## config.mk

```make
export PLATFORM = sky130hd
export DESIGN_NAME = instr_fetch_unit
export DESIGN_NICKNAME = d
export VERILOG_FILES = /design/src/rtl/instr_fetch_unit.sv
export SDC_FILE = /design/constraint.sdc
export NUM_CORES = 1
export LEC_CHECK = 0
export ABC_CLOCK_PERIOD_IN_PS = 3700
export CELL_PAD_IN_SITES_DETAIL_PLACEMENT = 0
export CELL_PAD_IN_SITES_GLOBAL_PLACEMENT = 1
export CORE_MARGIN = 4
export CORE_UTILIZATION = 30
export DETAILED_ROUTE_END_ITERATION = 6
export PLACE_DENSITY = 0.85
export RECOVER_POWER = 100
export SLEW_MARGIN = 10
export SYNTH_ARGS = -nofsm -noshare
export SYNTH_HDL_FRONTEND = slang
export SYNTH_SLANG_ARGS = --single-unit
```

## constraint.sdc

```tcl
create_clock -name Clk -period 3.7 [get_ports Clk]
set_input_delay 0.925 -clock Clk [delete_from_list [all_inputs] [get_ports Clk]]
set_output_delay 0.925 -clock Clk [all_outputs]
set_load 0.005 [all_outputs]
```

## src/rtl/instr_fetch_unit.sv

```systemverilog
// rtl/instr_fetch_unit.sv - program counter and instruction fetch from synchronous-read program RAM
module instr_fetch_unit #(
  parameter int                    ADDR_WIDTH  = 16,
  parameter logic [ADDR_WIDTH-1:0] RESET_PC    = '0,
  parameter int                    INSTR_WIDTH = 16
) (
  input  logic                   Clk,
  input  logic                   Reset,
  input  logic                   PCEn,
  input  logic                   BranchEn,
  input  logic [7:0]             BranchDisp,
  input  logic                   JumpEn,
  input  logic [ADDR_WIDTH-1:0]  JumpTarget,
  input  logic [INSTR_WIDTH-1:0] MemData,
  output logic [ADDR_WIDTH-1:0]  MemAddr,
  output logic [ADDR_WIDTH-1:0]  PC,
  output logic [INSTR_WIDTH-1:0] Instr,
  output logic                   InstrValid,
  output logic [ADDR_WIDTH-1:0]  LinkAddr
);

  // FETCH: address on bus; WAIT: RAM data arrives; HOLD: instruction presented until retired
  typedef enum logic [1:0] {
    S_FETCH = 2'd0,
    S_WAIT  = 2'd1,
    S_HOLD  = 2'd2
  } state_t;

  localparam logic [ADDR_WIDTH-1:0] ONE = {{(ADDR_WIDTH-1){1'b0}}, 1'b1};

  state_t                 state_q, state_d;
  logic [ADDR_WIDTH-1:0]  pc_q, pc_d;
  logic [INSTR_WIDTH-1:0] instr_q, instr_d;
  logic                   valid_q, valid_d;

  logic [ADDR_WIDTH-1:0]  seq_pc;
  logic [ADDR_WIDTH-1:0]  disp_ext;
  logic [ADDR_WIDTH-1:0]  next_pc;

  // Next-PC selection: jump beats branch beats sequential; all sums wrap naturally
  always_comb begin
    seq_pc   = pc_q + ONE;
    disp_ext = {{(ADDR_WIDTH-8){BranchDisp[7]}}, BranchDisp};
    next_pc  = seq_pc;
    if (JumpEn) begin
      next_pc = JumpTarget;
    end else if (BranchEn) begin
      next_pc = seq_pc + disp_ext;
    end
  end

  // Fetch sequencing; PCEn only matters once an instruction is being held
  always_comb begin
    state_d = state_q;
    pc_d    = pc_q;
    instr_d = instr_q;
    valid_d = valid_q;
    case (state_q)
      S_FETCH: begin
        valid_d = 1'b0;
        state_d = S_WAIT;
      end
      S_WAIT: begin
        instr_d = MemData;
        valid_d = 1'b1;
        state_d = S_HOLD;
      end
      S_HOLD: begin
        if (PCEn) begin
          pc_d    = next_pc;
          valid_d = 1'b0;
          state_d = S_FETCH;
        end
      end
      default: begin
        valid_d = 1'b0;
        state_d = S_FETCH;
      end
    endcase
  end

  // State registers; reset abandons any read in flight since FETCH never latches data
  always_ff @(posedge Clk) begin
    if (Reset) begin
      state_q <= S_FETCH;
      pc_q    <= RESET_PC;
      instr_q <= '0;
      valid_q <= 1'b0;
    end else begin
      state_q <= state_d;
      pc_q    <= pc_d;
      instr_q <= instr_d;
      valid_q <= valid_d;
    end
  end

  assign MemAddr    = pc_q;
  assign PC         = pc_q;
  assign Instr      = instr_q;
  assign InstrValid = valid_q;
  assign LinkAddr   = pc_q + ONE;

endmodule

```

==> flow_metrics.env, run 1 <==
export IMPL_yosys_warnings=0
export IMPL_drt_iter0_markers=116
export IMPL_pwr_share_comb_pct=25.2
export IMPL_rrSetupSlack_ns=0.34
export IMPL_die_w_um=102
export IMPL_slew_violations=0
export IMPL_yosysUniqueCellTypes=56
export IMPL_finalSetupViolCount=0
export IMPL_clk_pin_slew_ns=0.08
export IMPL_nets=500
export IMPL_drc=0
export IMPL_slowest_delay_ns=0.64
export IMPL_initial_core_util_pct=31.4
export IMPL_antenna_found_initial=0
export IMPL_clkLatencyLatePin_ns=0.28
export IMPL_setup_slack_ns=0.254
export IMPL_vias=2764
export IMPL_synth_edf_count=0
export IMPL_routedWlPerCell_um=15.6
export IMPL_finalHoldWorstSlack_ns=0.453
export IMPL_synth_adder_area_share_pct=10.3
export IMPL_synth_area_mux_share_pct=0.761
export IMPL_globalplace_congestion=0.890
export IMPL_io_buffer_count=109
export IMPL_peakVddDrop_mv=0.156
export IMPL_path_cells="and4_1 > nand4_2 > nor2_1 > xor2_1 > dlygate4sd3_1"
export IMPL_grt_pass1_wl_mm=13.9
export IMPL_min_to="Instr[8]$_SDFFE_PP0P_"
export IMPL_totalNegativeSetupSlack_ns=0
export IMPL_dieArea_um2=10300
export IMPL_multiInputGateArea_um2=1730
export IMPL_power_density_nw_per_um2=286
export IMPL_top_layer="met4"
export IMPL_synth_simple_area_share_pct=21.9
export IMPL_dieHeight_um=102
export IMPL_grt_setup_unrepaired="false"
export IMPL_grt_pass1_vias=2810
export IMPL_grt_use_total_pct=16.6
export IMPL_start_kind="flip-flop"
export IMPL_internal_power_uw=801
export IMPL_cts_tree="yes"
export IMPL_placementRows=33
export IMPL_dp_hpwl_mm=6.73
export IMPL_synth_compound_area_share_pct=25.1
export IMPL_status="complete, no violations"
export IMPL_fill_cells=858
export IMPL_cp_data_required_time_ns=2.77
export IMPL_antenna_left=0
export IMPL_async_flop_share_pct=0
export IMPL_antenna_cells=0
export IMPL_synth_fp_nets=405
export IMPL_critPathCaptureType="primary output"
export IMPL_synth_area_um2=2630
export IMPL_numCtsBuffers=5
export IMPL_worstMarginPinSlew_ns=1.44
export IMPL_hp_start="Instr[8]$_SDFFE_PP0P_"
export IMPL_fin_crit_ns=3.45
export IMPL_numClockSinks=34
export IMPL_crit_arrival_ns=2.52
export IMPL_cts_root_buf="clkbuf_8"
export IMPL_firstDrtPassIters=4
export IMPL_yosys_most_used_dff="dfxtp_1"
export IMPL_r2r_cells=12
export IMPL_max_slew_margin_pct=4.33
export IMPL_cts_buffer_depth=2
export IMPL_rr_startpoint="MemAddr[2]$_SDFFE_PP0P_"
export IMPL_synth_xor_area_share_pct=8.66
export IMPL_power_share_switching_pct=26.9
export IMPL_wl_met1_mm=3.80
export IMPL_finClkSkew_ns=0.0121
export IMPL_ys_seq_area_share_pct=25.9
export IMPL_avgSynthCellArea_um2=7.76
export IMPL_overflow=0
export IMPL_p_sw_uw=295
export IMPL_stdcell_area_um2=3830
export IMPL_syn_inst=339
export IMPL_p_seq_share_pct=36.9
export IMPL_hold_viol=0
export IMPL_dpl_worst_slack_ns=0.292
export IMPL_wirelength_mm=8.43
export IMPL_holdPathStages=2
export IMPL_r2r_end="MemAddr[15]$_SDFFE_PP0P_"
export IMPL_ys_ff_latch=34
export IMPL_avgViaCountPerCell=5.12
export IMPL_io_pins=110
export IMPL_wl_met2_mm=4.00
export IMPL_htree_levels=2
export IMPL_holdCritPathClass="reg -> reg"
export IMPL_post_cts_buffers=0
export IMPL_grt_max_degree=33
export IMPL_core_um2=8380
export IMPL_criticalPathCategory="reg -> out"
export IMPL_synth_top_family_by_area="compound AO/OA/AOI/OAI gates"
export IMPL_fin_crit_sh_pct=93.1
export IMPL_cpMaxStageDelayCell="dlygate4sd3_1"
export IMPL_ff_latch_area_um2=681
export IMPL_max_freq_mhz=290
export IMPL_hold_buffers=0
export IMPL_critPathMaxFanout=8
export IMPL_dpl_cell_area_um2=3730
export IMPL_maxCapViolCount=0
export IMPL_met3_length_um=596
export IMPL_cts_resized=0
export IMPL_final_layout_size_suffix_gt1_share_pct=4.60
export IMPL_synthToLayoutAreaGrowth_pct=45.8
export IMPL_p_leak_nw=1.67
export IMPL_power_frac_clock_pct=37.9
## metrics by stage
step	cells	utilization [%]	power [mW]
2_1_floorplan	339	-	0.565
5_1_grt	540	45.8	1.15
6_report	540	45.8	1.10
3_3_place_gp	532	44.5	0.706
4_1_cts	540	46.1	1.13
3_5_place_dp	532	44.5	0.709
## synth_stat cells (all sizes together) (2+ instances only)
cell	count	area, µm²
o211ai	8	65.1
o32ai	2	17.5
a311oi	2	17.5
nor3b	2	15.0
dfxtp	34	681
a21o	7	52.6
nor3	5	30.0
o21ai	20	104
xor2	12	105
a211oi	7	70.1
clkbuf	13	62.6
nor2	23	86.3
or3	2	12.5
and3	3	18.8
a22oi	2	15.0
nand4	4	31.3
a31oi	2	12.5
xnor2	14	123
nor2b	4	25.0
a21oi	38	190
inv	2	7.51
nand3	9	45.0
o2111ai	2	17.5
ha	20	250
nand2	58	218
buf	16	120
mux2i	2	20.0
o31ai	2	15.0
and4	2	17.5
nand2b	5	31.3
a221oi	2	23.8
## registers in the layout, summed over array words and instances, names as in the netlist
signal and cells:
state_q 1, InstrValid 1, MemAddr 16, Instr 16
## cells in the final DEF (no fill, tap or decap), types with 3 or more instances in the layout
master / count
clkbuf_1: 3
buf_4: 4
nor2_1: 23
dlygate4sd3_1: 64
o21ai_1: 6
nand4_1: 3
dfxtp_1: 34
ha_1: 20
clkdlybuf4s50_1: 45
clkbuf_8: 5
nor3_1: 4
nor2b_1: 4
a21o_1: 7
xor2_1: 12
nand2b_1: 5
a211oi_1: 7
xnor2_1: 14
a21oi_1: 38
o211ai_1: 7
and3_1: 3
o21ai_0: 14
nand2_1: 58
nand3_1: 9
## worst max path at each step
stage / slack (ns) / endpoint / cells after the start / start
CTS: 0.27 / LinkAddr[11] / 5 / MemAddr[2]$_SDFFE_PP0P_
global placement: 0.36 / MemAddr[12]$_SDFFE_PP0P_ / 10 / BranchDisp[0]
detailed placement: 0.29 / MemAddr[12]$_SDFFE_PP0P_ / 10 / BranchDisp[0]
finish: 0.25 / LinkAddr[11] / 5 / MemAddr[2]$_SDFFE_PP0P_
global route: 0.07 / MemAddr[15]$_SDFFE_PP0P_ / 12 / MemAddr[2]$_SDFFE_PP0P_
floorplan: 0.84 / MemAddr[15]$_SDFFE_PP0P_ / 12 / MemAddr[0]$_SDFFE_PP0P_
## per-layer routing
layer  global-route usage [%]  vias to the layer above
li1                         -                     1388
met1                     21.7                     1285
met2                     28.2                       87
met3                     4.20                        4
met4                     2.04                        0
met5                        0                        -
## logic make-up (layout without fill, tap and decap cells)
logic type / after synthesis / count (layout)
AO/OA/AOI/OAI: 101 / 101
buffers and inverters: 32 / 128
flip-flops: 34 / 34
multiplexers: 2 / 2
adder cells (fa/ha/maj): 21 / 21
XOR/XNOR: 26 / 26
AND/OR/NAND/NOR: 123 / 123
## area by class of cell
| type | count | area share [%] |
|---|---|---|
| Multi-Input combinational cell | 273 | 45.2 |
| Timing Repair Buffer | 117 | 29.7 |
| Sequential cell | 34 | 17.7 |
| Tap cell | 105 | 3.43 |
| Clock buffer | 5 | 1.79 |
| Clock inverter | 3 | 1.79 |
| Inverter | 3 | 0.294 |
## critical path, delay by kind of cell, from the launching register on
kind,cells,cell delay (ns)
simple gates,3,0.72
buf+inv,1,0.64
flops,1,0.49
xor+xnor,1,0.40
## power groups by stage
stage / logic (mW) / clock network [mW] / registers, mW
after floorplan: 0.152 / 0 / 0.413
after global placement: 0.293 / 0 / 0.413
after detailed placement: 0.295 / 0 / 0.414
after CTS: 0.296 / 0.425 / 0.406
after global routing: 0.310 / 0.437 / 0.408
final: 0.276 / 0.415 / 0.404
No activity file was read; power rests on OpenSTA's default activity.
==> run 2, diff against run 1 <==
CTS_CLUSTER_SIZE = 14   (was not set)
==> results of run 2 <==
Final layout, timing and power as in run 1 (identical DEF).
